## config.mk

```make
export PLATFORM = sky130hd
export DESIGN_NAME = fetch_unit
export DESIGN_NICKNAME = d
export VERILOG_FILES = /design/src/rtl/fetch_pkg.sv /design/src/rtl/fetch_perf_cnt.sv /design/src/rtl/fetch_unit.sv
export SDC_FILE = /design/constraint.sdc
export NUM_CORES = 1
export LEC_CHECK = 0
export ABC_AREA = 1
export BUFFER_PORTS_ARGS = -buffer_cell sky130_fd_sc_hd__buf_2
export CORE_AREA = 2 2 53 55
export CTS_CLUSTER_DIAMETER = 50
export DETAILED_ROUTE_END_ITERATION = 8
export DIE_AREA = 0 0 55 57
export PLACE_DENSITY = 0.82
export SYNTH_ARGS = -nofsm -noshare
export SYNTH_HDL_FRONTEND = slang
export SYNTH_HIERARCHICAL = 1
export SYNTH_SLANG_ARGS = --single-unit
```

## constraint.sdc

```tcl
create_clock -name clk -period 3.2 [get_ports clk]
set_input_delay 0.16 -clock clk [delete_from_list [all_inputs] [get_ports clk]]
set_output_delay 0.16 -clock clk [all_outputs]
set_load 0.01 [all_outputs]
```

## src/rtl/fetch_pkg.sv

```systemverilog
// Shared definitions for the fetch unit: FSM states, instruction lengths,
// performance-counter width and the saturating increment helper.
package fetch_pkg;

   // Front-end control states.
   // RST_VEC and INT_VEC each spend one cycle reading a vector from memory.
   typedef enum logic [1:0] {
      RST_VEC = 2'd0,
      RUN     = 2'd1,
      INT_VEC = 2'd2
   } fetch_state_t;

   // Instruction lengths in memory words.
   localparam int ILEN_1 = 1;
   localparam int ILEN_2 = 2;

   // Width of the optional performance counters.
   localparam int CNT_WIDTH = 16;

   // Increment that sticks at all-ones instead of wrapping.
   function automatic logic [CNT_WIDTH-1:0] sat_inc(input logic [CNT_WIDTH-1:0] value);
      return (value == {CNT_WIDTH{1'b1}}) ? value : value + 1'b1;
   endfunction

endpackage : fetch_pkg

```

## src/rtl/fetch_perf_cnt.sv

```systemverilog
// Saturating fetch/stall event counters for the fetch unit.
// This block is only instantiated when FETCH_PERF_CNT_EN is defined.
module fetch_perf_cnt
   import fetch_pkg::*;
(
   input  logic                 clk,
   input  logic                 reset,
   input  logic                 run_cycle,
   input  logic                 stall_cycle,
   output logic [CNT_WIDTH-1:0] fetch_cnt,
   output logic [CNT_WIDTH-1:0] stall_cnt
);

   // Count useful fetch cycles and stall cycles.
   // Each counter sticks at its maximum value.
   always_ff @(posedge clk) begin
      if (!reset) begin
         fetch_cnt <= '0;
         stall_cnt <= '0;
      end else begin
         if (run_cycle) begin
            fetch_cnt <= sat_inc(fetch_cnt);
         end
         if (stall_cycle) begin
            stall_cnt <= sat_inc(stall_cnt);
         end
      end
   end

endmodule : fetch_perf_cnt

```

## src/rtl/fetch_unit.sv

```systemverilog
// PC generation and fetch control for the pipeline front end.
// Features:
//   - loads the reset and interrupt vectors from instruction memory
//   - sequential fetch of one- or two-word instructions
//   - branch redirects
//   - interrupt request/acknowledge with a saved return PC
// Define FETCH_PERF_CNT_EN to add the fetch_cnt/stall_cnt performance counters.
module fetch_unit
   import fetch_pkg::*;
#(
   parameter int PC_WIDTH       = 8,
   parameter int DATA_WIDTH     = 8,
   parameter int RESET_VEC_ADDR = 0,
   parameter int INTR_VEC_ADDR  = 1
) (
   input  logic                  clk,
   input  logic                  reset,
   input  logic                  f_stall,
   input  logic [DATA_WIDTH-1:0] mem_data,
   input  logic                  imm_en,
   input  logic                  branch_taken,
   input  logic [PC_WIDTH-1:0]   branch_target,
   input  logic                  intr_req,
   output logic [PC_WIDTH-1:0]   pc,
   output logic                  fetch_valid,
   output logic                  intr_ack,
   output logic [PC_WIDTH-1:0]   ret_pc
`ifdef FETCH_PERF_CNT_EN
   ,
   output logic [CNT_WIDTH-1:0]  fetch_cnt,
   output logic [CNT_WIDTH-1:0]  stall_cnt
`endif
);

   fetch_state_t          state, state_nxt;
   logic [PC_WIDTH-1:0]   pc_nxt;
   logic [PC_WIDTH-1:0]   ret_pc_nxt;
   logic                  intr_ack_nxt;
   logic [PC_WIDTH-1:0]   seq_pc;
   logic [PC_WIDTH-1:0]   run_pc;

   // Address of the following instruction.
   // The adder wraps modulo 2^PC_WIDTH.
   always_comb begin
      seq_pc = pc + PC_WIDTH'(imm_en ? ILEN_2 : ILEN_1);
      run_pc = branch_taken ? branch_target : seq_pc;
   end

   // Next-state, next-PC and acknowledge decode.
   // A stall leaves every default in place.
   always_comb begin
      // NOTE: every output gets a default first so no path can infer a latch.
      state_nxt    = state;
      pc_nxt       = pc;
      ret_pc_nxt   = ret_pc;
      intr_ack_nxt = 1'b0;
      if (!f_stall) begin
         unique case (state)
            RST_VEC,
            INT_VEC: begin
               pc_nxt    = mem_data[PC_WIDTH-1:0];
               state_nxt = RUN;
            end
            RUN: begin
               if (intr_req) begin
                  // A branch taken in the same cycle survives as the return address.
                  ret_pc_nxt   = run_pc;
                  pc_nxt       = PC_WIDTH'(INTR_VEC_ADDR);
                  state_nxt    = INT_VEC;
                  intr_ack_nxt = 1'b1;
               end else begin
                  pc_nxt = run_pc;
               end
            end
            default: begin
               state_nxt = RST_VEC;
               pc_nxt    = PC_WIDTH'(RESET_VEC_ADDR);
            end
         endcase
      end
   end

   // State, PC, return PC and acknowledge registers.
   // Reset is synchronous and overrides every other input.
   always_ff @(posedge clk) begin
      // NOTE: sequential state uses non-blocking assignments so that every
      // register samples pre-edge values.
      if (!reset) begin
         state    <= RST_VEC;
         pc       <= PC_WIDTH'(RESET_VEC_ADDR);
         ret_pc   <= '0;
         intr_ack <= 1'b0;
      end else begin
         state    <= state_nxt;
         pc       <= pc_nxt;
         ret_pc   <= ret_pc_nxt;
         intr_ack <= intr_ack_nxt;
      end
   end

   assign fetch_valid = (state == RUN);

`ifdef FETCH_PERF_CNT_EN
   fetch_perf_cnt u_perf_cnt (
      .clk         (clk),
      .reset       (reset),
      .run_cycle   ((state == RUN) && !f_stall),
      .stall_cycle (f_stall),
      .fetch_cnt   (fetch_cnt),
      .stall_cnt   (stall_cnt)
   );
`endif

endmodule : fetch_unit

```

==> results of run 1 <==
[worst reg2reg max path: stages, from the launching register on]
cell	delay, ns
sky130_fd_sc_hd__dfxtp_1	0.34
sky130_fd_sc_hd__ha_1	0.22
sky130_fd_sc_hd__fa_1	0.40
sky130_fd_sc_hd__nand2_2	0.11
sky130_fd_sc_hd__nand2_1	0.05
sky130_fd_sc_hd__a2bb2oi_1	0.14
sky130_fd_sc_hd__o21ai_0	0.16
sky130_fd_sc_hd__nand2_1	0.08
sky130_fd_sc_hd__a21oi_1	0.13
[layout by cell type, fill, tap and decap left out, drive strengths merged]
cell	n
nand3	11
a21oi	13
buf	39
a2bb2oi	1
nor2	11
clkbuf	4
fa	1
nand2	51
o21ai	11
inv	15
a22oi	1
a211oi	1
ha	2
mux2i	2
dfxtp	19
o211ai	3
nand3b	1
a31oi	1
nor3	1
or2	2
clkinv	1
[cell type report]
| class | instances | share of cell area (%) |
|---|---|---|
| Clock buffer | 4 | 2.03 |
| Inverter | 16 | 5.02 |
| Multi-Input combinational cell | 113 | 45.6 |
| Sequential cell | 19 | 29.3 |
| Tap cell | 31 | 2.99 |
| Timing Repair Buffer | 39 | 15.1 |
[worst paths after layout]
kind | end | slack (ns) | depth (start not counted)
worst min register to register | pc[7] | 0.49 | 2
worst max-delay path | pc[2] | 1.52 | 8
worst min-delay path | pc[0] | 0.16 | 3
worst max register to register | pc[2] | 1.52 | 8
[layer usage]
metal	share of wire, %	global-route usage [%]
met5	0	0
met4	2.2	7.32
met3	4.6	2.62
met2	44	27.2
met1	49	22.0
[cell families (layout without fill, tap and decap cells)]
logic type               after synthesis  in the layout  synth area share (%)
flip-flops                            19             19                  34.8
adder cells (fa/ha/maj)                3              3                  4.12
multiplexers                           2              2                  1.83
AO/OA/AOI/OAI                         31             31                  16.2
AND/OR/NAND/NOR                       77             77                  31.8
buffers and inverters                 21             59                  11.2
[flip-flops by register name, indices dropped and copies added, names as in the netlist]
register / count
state: 2
ret_pc: 8
intr_ack: 1
pc: 8
[power breakdown]
group	internal [W]	switching (W)	total [W]
registers	0.000249	0.0000108	0.000260
clock network	0.0000486	0.0000732	0.000122
logic	0.0000427	0.0000597	0.000102
total	0.000340	0.000144	0.000484
[through the flow]
| stage | hold WS [ns] | util [%] | std cells | total power [W] | cell area, um2 |
|---|---|---|---|---|---|
| after floorplan | 0.298 | - | 153 | 0.000334 | 1090 |
| after global routing | 0.184 | 49.6 | 222 | 0.000506 | 1300 |
| after detailed placement | 0.464 | 48.6 | 218 | 0.000368 | 1270 |
| after CTS | 0.153 | 49.6 | 222 | 0.000487 | 1300 |
| after global placement | 0.460 | 48.6 | 218 | 0.000366 | 1270 |
| final | 0.159 | 49.6 | 222 | 0.000484 | 1300 |
==> impl.org, run 1 <==
** Pwr
- In this run the power density over the cells is 373 nW/um2.
- Total leakage power :: 0.666 nW
- The worst-case IR drop observed on VDD is 0.254 mV.

** Drt
- DR iter-0 viols :: 29
- Number of antenna-violating nets in the routed design :: 0
- Vias per cell :: 4.79
- Sum of routed wire length over all layers :: about 2400 um
- After detailed routing, the number of remaining DRC violations is 0.
- The routed layout has 1063 vias.
- Detailed-route wire length per cell :: 10.8 um
- For this run, the detailed router's first-pass iteration total came to 4.

** Layout
- Share of layout cells above drive strength 1 :: between 30 and 40%
- Number of nets at the end of the flow :: around 220
- From synthesis to final layout, the design area changed by 18.5%.
- Count of antenna diodes in the layout :: 0
- The multi-input combinational cells in the finished layout cover a total of 591 um2.
- FILL cells :: 277
- Across the whole layout, storage elements account for around 380 um2.

** CTS
- After clock tree synthesis, the clock-pin slew on the worst setup and hold paths is roughly 0.1 ns.
- Clock tree synthesis inserted a total of 3 buffers.
- Counting along the longest clock path gives a buffer depth of 2.
- CTS tree :: done
- After clock tree synthesis, the setup repair step added 0 buffers.
- CTS Sinks :: 19
- Cells resized by post-CTS repair :: 0
- Hold repair after CTS inserted 0 buffers.
- Clock latency on the worst-skew pair, taken at its later pin, is 0.30 ns.
- CTS H-tree depth :: 1
- Clock tree synthesis selected as its root buffer the cell sky130_fd_sc_hd__clkbuf_4.

** Global route
- Aggregate global routing overflow :: 0
- The number of antenna violations at the first check in global routing was 0.
- Aggregate global-route resource usage :: 16.9%
- Number of global-route vias before repair :: a little under 1000
- Largest net degree at the start of global routing :: 16
- First-pass GRT wire length :: 3950 um

** Setup path
- At the worst endpoint, the arrival time is 1.92 ns.
- STA classifies the critical path startpoint as a flip-flop.
- Endpoint kind of the worst setup timing path :: flip-flop
- In this run the worst setup path begins at pc[0].
- Number of buffers and inverters on the critical path :: 0
- At the worst endpoint, the required time is 3.43 ns.
- Grouping stages by cell kind, the critical path spends the most delay in adder cells.
- Slowest CP cell :: sky130_fd_sc_hd__fa_1
- The largest single stage delay on the critical path is 0.40 ns.
- Traced cell by cell, the critical path runs through ha_1 > fa_1 > nand2_2 > nand2_1 > a2bb2oi_1 > o21ai_0 > nand2_1 > a21oi_1.
- The worst register-to-register path begins at pc[0].
- In this design, the critical path's most frequently occurring cell is sky130_fd_sc_hd__nand2_1.
- By startpoint and endpoint, the worst setup path is classified as flip-flop to flip-flop.
- In this run the worst path has a maximum fanout of 3.

** Yosys
- The biggest area contributor in the post-synthesis netlist is sky130_fd_sc_hd__dfxtp_1.
- Distinct cells, synth :: 29
- For this run, the number of Yosys warnings is 6.
- By count the netlist is led by sky130_fd_sc_hd__nand2_1, sky130_fd_sc_hd__dfxtp_1, sky130_fd_sc_hd__a21oi_1, sky130_fd_sc_hd__inv_1, sky130_fd_sc_hd__o21ai_0.
- Fraction of registers with async set/reset :: 0%
- In the synthesized netlist, the number of instances is ~150.
- By instance count, the leading cell after synthesis is sky130_fd_sc_hd__nand2_1.
- Counting flops and latches in the post-synthesis netlist gives 19.
- Area of the mapped netlist :: approximately 1100 um2
- Top area cells in the synthesized netlist :: sky130_fd_sc_hd__dfxtp_1, sky130_fd_sc_hd__nand2_1, sky130_fd_sc_hd__a21oi_1
- Number of flops mapped to enable cells by yosys :: 0
- The number of nets in the synthesized netlist is 178.
- For this run, the register share of the synthesized area comes to 34.8%.
- Fraction of synthesized cell area taken by the top area cell type :: a little over a third
- Syn avg cell area :: 7.15 um2
- Among all flip-flop cells after synthesis, the most frequent one is sky130_fd_sc_hd__dfxtp_1.

** STA
- Unrepaired setup endpoints after global routing :: false
- Achievable frequency :: 0.594 GHz
- Fin. max-slew vios :: 0
- The hold violation count in the final report is 0.
- Final count of negative-setup-slack endpoints :: 0
- Clock skew on the completed layout was measured at 0.00351 ns.
- Worst Slack Setup Final :: 1.52 ns
- After layout, the worst path uses roughly 53% of the clock period.
- Final critical path time including I/O delays and setup :: between 1.5 and 2 ns
- Total negative slack :: 0 ns
- Worst slew margin relative to its limit :: 76.9%
- For the pin with the worst max-slew slack, the measured transition is roughly 0.35 ns.

** Place
- PortBufs :: 39
- After legalization and detailed placement, the total HPWL measured roughly 1900 um.
- RD Place Congestion :: 0.830
- Worst slack at placement :: 1.51 ns

** Die
- Horizontal extent of the die :: between 50 and 60 um
- Starting utilization of the core area :: 41.8%
- The floorplan step defined a core boundary enclosing 2620 um2.
- The die covers 3140 um2.
- I/O pin total :: 40
- Chip Height :: between 50 and 60 um
- Standard-cell rows :: 19

** Run
- Max capacitance violation total :: 0

** Min path
- Path type of the worst min-delay path :: primary input to flip-flop
- Worst hold path startpoint :: mem_data[0]

** Run status
- The flow ran to the end, and the final reports show no timing, DRC or antenna violations.
No activity file was read; power rests on OpenSTA's default activity.
==> inputs of run 2 (changes only) <==
- ABC_AREA: 1 -> 0
- clock period: 3.2 -> 1.4 ns (I/O delays scaled with it)
==> run 2 against run 1 <==
Net effect: the flow now finishes with violations (setup timing); via count rose by 9.7%; die area did not move; combinational power rose to 4.0 times the previous value; critical path depth fell by 1; register-to-register slack got worse by 1.8 ns; synthesized area fell by 5.0%.
==> impl.org, run 2 <==
** Run status
- The flow ran to the end, but the final reports show violations.
- Violations in the final reports :: setup timing

** Die
- Die ar. :: 3140 um2
- The initialized floorplan defines 19 standard-cell rows.
- In this run the vertical extent of the chip is between 50 and 60 um.
- I/O pin total :: 40
- The core region is 2620 um2.
- Horizontal extent of the die :: 55 um
- Starting utilization of the core area :: about two fifths

** Layout
- The post-route netlist has 50.9% of its cells at a drive strength greater than 1.
- In the final layout, the registers with the most flip-flops are pc (8), ret_pc (8), state (2).
- Synthesis-to-finish area growth :: 48.9%
- The repair_antennas step left the layout with diodes totalling 0.
- Leading cell types in the layout, fill and taps excluded :: sky130_fd_sc_hd__buf_2, sky130_fd_sc_hd__dfxtp_1, sky130_fd_sc_hd__buf_4
- Post-Route Utilization :: 59.1%
- Leading cell type in the layout, fill and taps excluded :: sky130_fd_sc_hd__buf_2
- Number of nets at the end of the flow :: 199

** Place
- Detailed placement finished with a half-perimeter wire length of 2360 um.
- Port buffering added 39 buffers.
- Routability-driven placement finished with a final weighted congestion of around 0.83.

** CTS
- Total CTS buffers :: 3
- CTS Sinks :: 19
- Clock root buffer :: sky130_fd_sc_hd__clkbuf_4
- After clock tree synthesis, the clock-pin slew on the worst setup and hold paths is 0.11 ns.
- TritonCTS built the clock tree.
- Clock latency reported for the late side of the worst-skew pair :: a little over 0.3 ns
- CTS H-tree depth :: 1
- In this run the deepest clock path goes through 2 buffers.
- # hold bufs at CTS :: 0

** Setup path
- Max incr delay on CP :: 0.37 ns
- The worst setup path is launched from a flip-flop.
- The worst setup path is captured at a flip-flop.
- Count of cells along the worst register-to-register path :: 7
- Startpoint-to-endpoint class of the critical path :: flip-flop to flip-flop
- On the critical path, the stage with the largest delay is an instance of sky130_fd_sc_hd__fa_2.
- At the worst endpoint, the required time is 1.63 ns.
- Setup slack of the worst register-to-register path :: -0.23 ns
- Among cell families on the critical path, the largest total delay comes from adder cells.
- In this run the critical register-to-register path is launched from pc[0].
- In this run the worst path has a maximum fanout of 3.
- Critical Path, Cell by Cell :: ha_4 > fa_2 > buf_4 > nand3_4 > xnor2_2 > nor2_2 > o32ai_2
- Data arrival, critical path :: 1.86 ns
- In this run the critical register-to-register path is captured at pc[4].
- Number of buffers and inverters on the critical path :: 1

** Yosys
- Post-Syn Nets :: 145
- The top cell type by area accounts for 36.6% of the synthesized area.
- Post-Synthesis Cells :: between 100 and 150
- In this run the mean area of a mapped cell was 8.65 um2.
- Most used flip-flop cell after synthesis :: sky130_fd_sc_hd__dfxtp_1
- Post-synth top area cell :: sky130_fd_sc_hd__dfxtp_1
- Counting flops with a built-in enable in the synthesized netlist gives 0.
- In the post-synthesis netlist, the biggest area contributors are sky130_fd_sc_hd__dfxtp_1, sky130_fd_sc_hd__a21oi_1, sky130_fd_sc_hd__mux2i_1.
- After synthesis, the netlist uses 42 different library cells.
- Area of the mapped netlist :: 1040 um2
- Of all flip-flops after synthesis, the portion carrying an async set or reset was 0%.
- sky130_fd_sc_hd__dfxtp_1 is the most common cell in the netlist.
- By count the netlist is led by sky130_fd_sc_hd__dfxtp_1, sky130_fd_sc_hd__nor2_1, sky130_fd_sc_hd__a21oi_1, sky130_fd_sc_hd__inv_1, sky130_fd_sc_hd__nand3_1.
- Sequential cell area fraction in the yosys report :: 36.6%
- Yosys warns :: 6
- Number of register bits inferred by synthesis :: 19

** Drt
- DRC Markers :: 0
- Dividing the detail-routed via count by the number of cells gives 5.72.
- Sum of routed wire length over all layers :: between 3000 and 4000 um
- Routed vias :: 1166
- For this block, the initial DRC count from the detailed router was 19.
- Number of antenna-violating nets in the routed design :: 0
- After detailed routing, the average wire length per cell comes to 17.1 um.
- For this run, the detailed router's first-pass iteration total came to 6.

** Global route
- Antenna violations before repair :: 0
- Number of global-route vias before repair :: ~1200
- After global routing the overflow that remains totals 0.
- First-pass GRT wire length :: 5220 um
- Entering global routing, the biggest net connects 15 pins.
- For this run, the total global-route usage over all layers was measured as 22.8%.

** STA
- Derived from the worst setup path, the maximum achievable clock frequency is 0.612 GHz.
- Worst slew margin relative to its limit :: 70.9%
- Final period util :: 117%
- Once routing completed, OpenROAD measured the worst setup slack at -0.234 ns.
- Worst-margin pin slew :: 0.436 ns
- Fin. max-slew vios :: 0
- Final count of negative-setup-slack endpoints :: 14
- Count of endpoints failing hold in the final timing report :: 0
- Worst setup skew after layout :: about 0.005 ns
- Setup repair after global routing could not meet its margin everywhere.
- Smallest hold slack :: 0.0405 ns
- Subtracting the final worst setup slack from the clock period gives between 1.5 and 2 ns.

** Pwr
- Clock network fraction of total power :: 22.6%
- PD cells :: between 800 and 900 nW/um2
- Internal power :: 0.000875 W
- The worst-case IR drop observed on VDD is 0.614 mV.
- Net switching is 33.0% of the power.
- In this run, flip-flops and latches consume 46.3% of the power.
- Comb pwr share :: 31.1%
- Total leakage power :: between 0.6 and 0.7 nW
- The analysis attributes to net switching a power of 0.000431 W.

** Min path
- The worst hold path belongs to the class primary input to flip-flop.
- The worst hold path begins at mem_data[5].
- Count of cells along the worst hold path :: 3
- The path with the worst hold slack has its endpoint at pc[5].

** Run
- Max capacitance violation total :: 0
[run 2: changes by cell type after synthesis, sizes merged, moves of 4 or more]
| cell | change |
|---|---|
| nand2 | -44 |
| nand3 | -4 |
| inv | -6 |
| o31ai | +4 |
| o21ai | -6 |
| a21oi | -4 |
[run 2: final cells by class]
cell class / count / area (um2)
clock buffers: 4 / 26.3
fillers: 239 / 1070
multi-input cells: 86 / 746
inverters: 9 / 33.8
flip-flops and latches: 19 / 387
well taps: 31 / 38.8
repair buffers: 55 / 315
[run 2: cells by family (layout without fill, tap and decap cells)]
logic type	count (synthesis)	in the layout	share of synthesized area, %
compound gates	38	38	25.2
xor+xnor	3	3	2.53
fa+ha+maj	3	3	4.34
buf+inv	15	68	5.54
flops	19	19	36.6
mux	4	4	3.86
simple gates	38	38	21.9
[run 2: worst max path at each step]
stage | from | end | depth (start not counted)
floorplan | pc[0] | ret_pc[2] | 6
global placement | pc[1] | pc[3] | 5
detailed placement | pc[0] | pc[2] | 6
CTS | pc[0] | pc[2] | 6
global route | pc[0] | pc[4] | 7
finish | pc[0] | pc[4] | 7
[run 2: metrics by stage]
stage | worst slack, ns | instance area [um2] | instances | total power [W] | setup TNS [ns]
3_5_place_dp | -0.255 | 1380 | 198 | 0.000942 | -1.67
6_report | -0.234 | 1550 | 204 | 0.00131 | -2.07
4_1_cts | -0.165 | 1480 | 202 | 0.00126 | -1.32
2_1_floorplan | -0.145 | 1060 | 120 | 0.000796 | -0.725
3_3_place_gp | -0.147 | 1380 | 198 | 0.000927 | -0.974
5_1_grt | -0.297 | 1550 | 204 | 0.00137 | -3.09
[run 2: power by group through the flow]
stage	Clock, W	Sequential (W)	Combinational [W]
floorplan	0	0.000629	0.000167
global placement	0	0.000610	0.000318
detailed placement	0	0.000612	0.000330
CTS	0.000300	0.000603	0.000355
global route	0.000319	0.000608	0.000439
finish	0.000295	0.000605	0.000406
[run 2: timing repair]
| item | 4_1_cts | 5_1_grt |
|---|---|---|
| gates cloned | 0 | 0 |
| pin swaps | 16 | 5 |
| resized for setup | 12 | 10 |
| buffers inserted | 0 | 2 |
| endpoints found under the setup margin | 14 | 15 |
[run 2: layer usage]
layer  part of all wire, %  track usage (%)
met5                     0                0
met2                    51             37.4
met3                   5.9             3.93
met1                    41             28.5
met4                   2.3             10.1
[run 2: tightest hold or removal path: cells and delay by family]
family / cells / cell delay, ns
compound gates: 2 / 0.16
buf+inv: 1 / 0.08
==> inputs of run 3 (changes only) <==
- RECOVER_POWER: default -> 100
==> run 3 against run 2 <==
Net effect: global-route usage unchanged; die area unchanged; critical path type unchanged; routed wire length up 0.89%; core utilization down 0.57 points; final area down 0.97%; clock skew up 0.00068 ns; largest cell class unchanged; critical endpoint unchanged; total power up 0.21%; the run still ends with setup timing left; sequential cell count unchanged; sequential share of layout area up 0.25 points; cell count unchanged.
==> impl.org, run 3 (synthesis results as in run 2) <==
** STA
- Final count of negative-setup-slack endpoints :: 14
- Worst slew margin relative to its limit :: 71.4%
- Final critical path time including I/O delays and setup :: 1.64 ns
- Final period util :: 117%
- Fin. max-slew vios :: 0
- Count of endpoints failing hold in the final timing report :: 0
- At the pin with the least slew margin, the transition time is 0.428 ns.
- Between clock sinks in the finished design, the worst skew comes to about 0.0056 ns.
- Setup repair after global routing could not meet its margin everywhere.
- Worst Slack Setup Final :: -0.236 ns
- Achievable frequency :: 0.611 GHz

** Layout
- Finished Cell Area :: ~1500 um2
- Synthesis-to-finish area growth :: 47.5%
- Reg area :: 387 um2
- Top Registers :: pc (8), ret_pc (8), state (2)
- Once layout is complete, the utilization of the core stands at 58.6%.
- Count of antenna diodes in the layout :: 0
- Leading cell type in the layout, fill and taps excluded :: sky130_fd_sc_hd__buf_2
- At the end of the flow, the number of nets in the layout was approximately 200.
- Cells with a size suffix above 1 make up 43.9% of the layout.
- In the final layout, the multi-input gates occupy roughly 750 um2.
- FILL cells :: 245
- In the layout the commonest cells are sky130_fd_sc_hd__buf_2, sky130_fd_sc_hd__dfxtp_1, sky130_fd_sc_hd__buf_4.

** Global route
- The number of global-route vias before repair was around 1200.
- Aggregate global routing overflow :: 0
- In the global route stage, overall resource usage came out at 22.8%.
- The first global-routing pass estimated 5220 um of wire.
- Antenna violations before repair :: 0
- Largest net degree at the start of global routing :: 15

** CTS
- Clock tree synthesis inserted a total of 3 buffers.
- CTS tree :: done
- Max Root-Sink Buffers :: 2
- After clock tree synthesis, the clock-pin slew on the worst setup and hold paths is 0.12 ns.
- Clock root buffer :: sky130_fd_sc_hd__clkbuf_4
- # hold bufs at CTS :: 0
- Clock latency on the worst-skew pair, taken at its later pin, is 0.31 ns.
- CTS Sinks :: 19
- CTS H-tree depth :: 1

** Drt
- In the final routing, the length of wire on met1 measures 1490 um.
- After detailed routing, the met2 layer carries between 1500 and 2000 um of wire.
- In the final routed layout, each cell accounts on average for between 15 and 20 um.
- The pre-antenna-repair detailed-routing pass consisted of 6 iterations.
- Summed over all layers, the routed wires come to 3520 um.
- Detailed routing placed a total of 180 um of wire on met3.
- Vias per cell :: 5.79
- DR iter-0 viols :: 24
- For this block, the via count after detailed routing is approximately 1200.
- Highest layer used for signal routing :: met4
- Number of antenna-violating nets in the routed design :: 0
- For this run, design rule violations remaining after detail routing come to 0.

** Pwr
- In this run the power density over the cells is between 800 and 900 nW/um2.
- Summed over all cells, the static leakage comes to 0.642 nW.
- Largest vdd supply drop :: 0.622 mV

** Min path
- In this run the worst hold path is classified as primary input to flip-flop.
- Worst hold path startpoint :: mem_data[5]

** Setup path
- Endpoint kind of the worst setup timing path :: flip-flop
- Setup crit start :: pc[0]
- The setup path with the least slack is of type flip-flop to flip-flop.
- The worst setup path is launched from a flip-flop.
- STA puts the critical path data arrival time at 1.87 ns.
- Setup slack of the worst register-to-register path :: -0.24 ns
- STA puts the critical path data required time at 1.63 ns.
- Maximum fanout along the worst path :: 3
- The worst register-to-register path begins at pc[0].

** Die
- In this run the vertical extent of the chip is approximately 57 um.
- In this run the standard cell core region covers roughly 2600 um2.
- In this run the horizontal extent of the chip is about 55 um.
- In this run the core area contains 19 standard-cell rows.
- 40 I/O pins were placed.
- For this configuration, the core starts out at a cell density of 39.7%.
- The die covers 3140 um2.

** Place
- DP HPWL :: around 2400 um
- PortBufs :: 39
- Dpl cell area :: 1380 um2
- RD Place Congestion :: 0.831

** Run
- Max capacitance violation total :: 0

** Run status
- The final reports fail on setup timing.
- Status :: finished with violations
## run 3: changes by cell type in the layout (fill, tap and decap cells not counted)
cell / previous run / this run
sky130_fd_sc_hd__buf_2: 39 / 27
sky130_fd_sc_hd__clkbuf_1: 1 / 13
## run 3: area by class of cell
cell class / instances / share of cell area (%)
Multi-Input combinational cell: 86 / 48.7
Sequential cell: 19 / 25.2
Timing Repair Buffer: 55 / 19.6
Tap cell: 31 / 2.53
Inverter: 9 / 2.21
Clock buffer: 4 / 1.72
## run 3: power by group
group	total, W	switching (W)	internal, W
logic	0.000403	0.000218	0.000185
registers	0.000605	0.0000311	0.000574
clock network	0.000300	0.000189	0.000112
## run 3: what timing repair did
| item | CTS | global route |
|---|---|---|
| endpoints found under the setup margin | 14 | 15 |
| gates resized for setup | 12 | 10 |
| setup buffers | 0 | 2 |
| pin swaps | 16 | 5 |
## run 3: stage by stage
step	setup TNS (ns)	std cells	worst slack, ns	total power [W]	hold WS [ns]
2_1_floorplan	-0.725	120	-0.145	0.000796	0.256
3_3_place_gp	-0.974	198	-0.147	0.000927	0.355
3_5_place_dp	-1.67	198	-0.255	0.000942	0.367
4_1_cts	-1.32	202	-0.165	0.00126	0.0461
5_1_grt	-3.09	204	-0.297	0.00136	0.0789
6_report	-2.14	204	-0.236	0.00131	0.0401
## run 3: layer usage
metal | GRT usage (%) | vias up
met5 | 0 | -
met4 | 10.1 | 0
met3 | 3.93 | 8
met2 | 37.4 | 45
met1 | 28.5 | 578
li1 | - | 550
## run 3: path summary, 6_finish.rpt
kind,endpoint,depth (start not counted)
setup reg to reg,pc[4],7
setup / recovery,pc[4],7
hold / removal,pc[5],3
hold reg to reg,ret_pc[6],2
## run 3: critical path: stages (launching register included)
cell	delay [ns]
sky130_fd_sc_hd__dfxtp_2	0.36
sky130_fd_sc_hd__ha_4	0.16
sky130_fd_sc_hd__fa_2	0.37
sky130_fd_sc_hd__buf_4	0.16
sky130_fd_sc_hd__nand3_4	0.08
sky130_fd_sc_hd__xnor2_2	0.12
sky130_fd_sc_hd__nor2_2	0.06
sky130_fd_sc_hd__o32ai_2	0.25
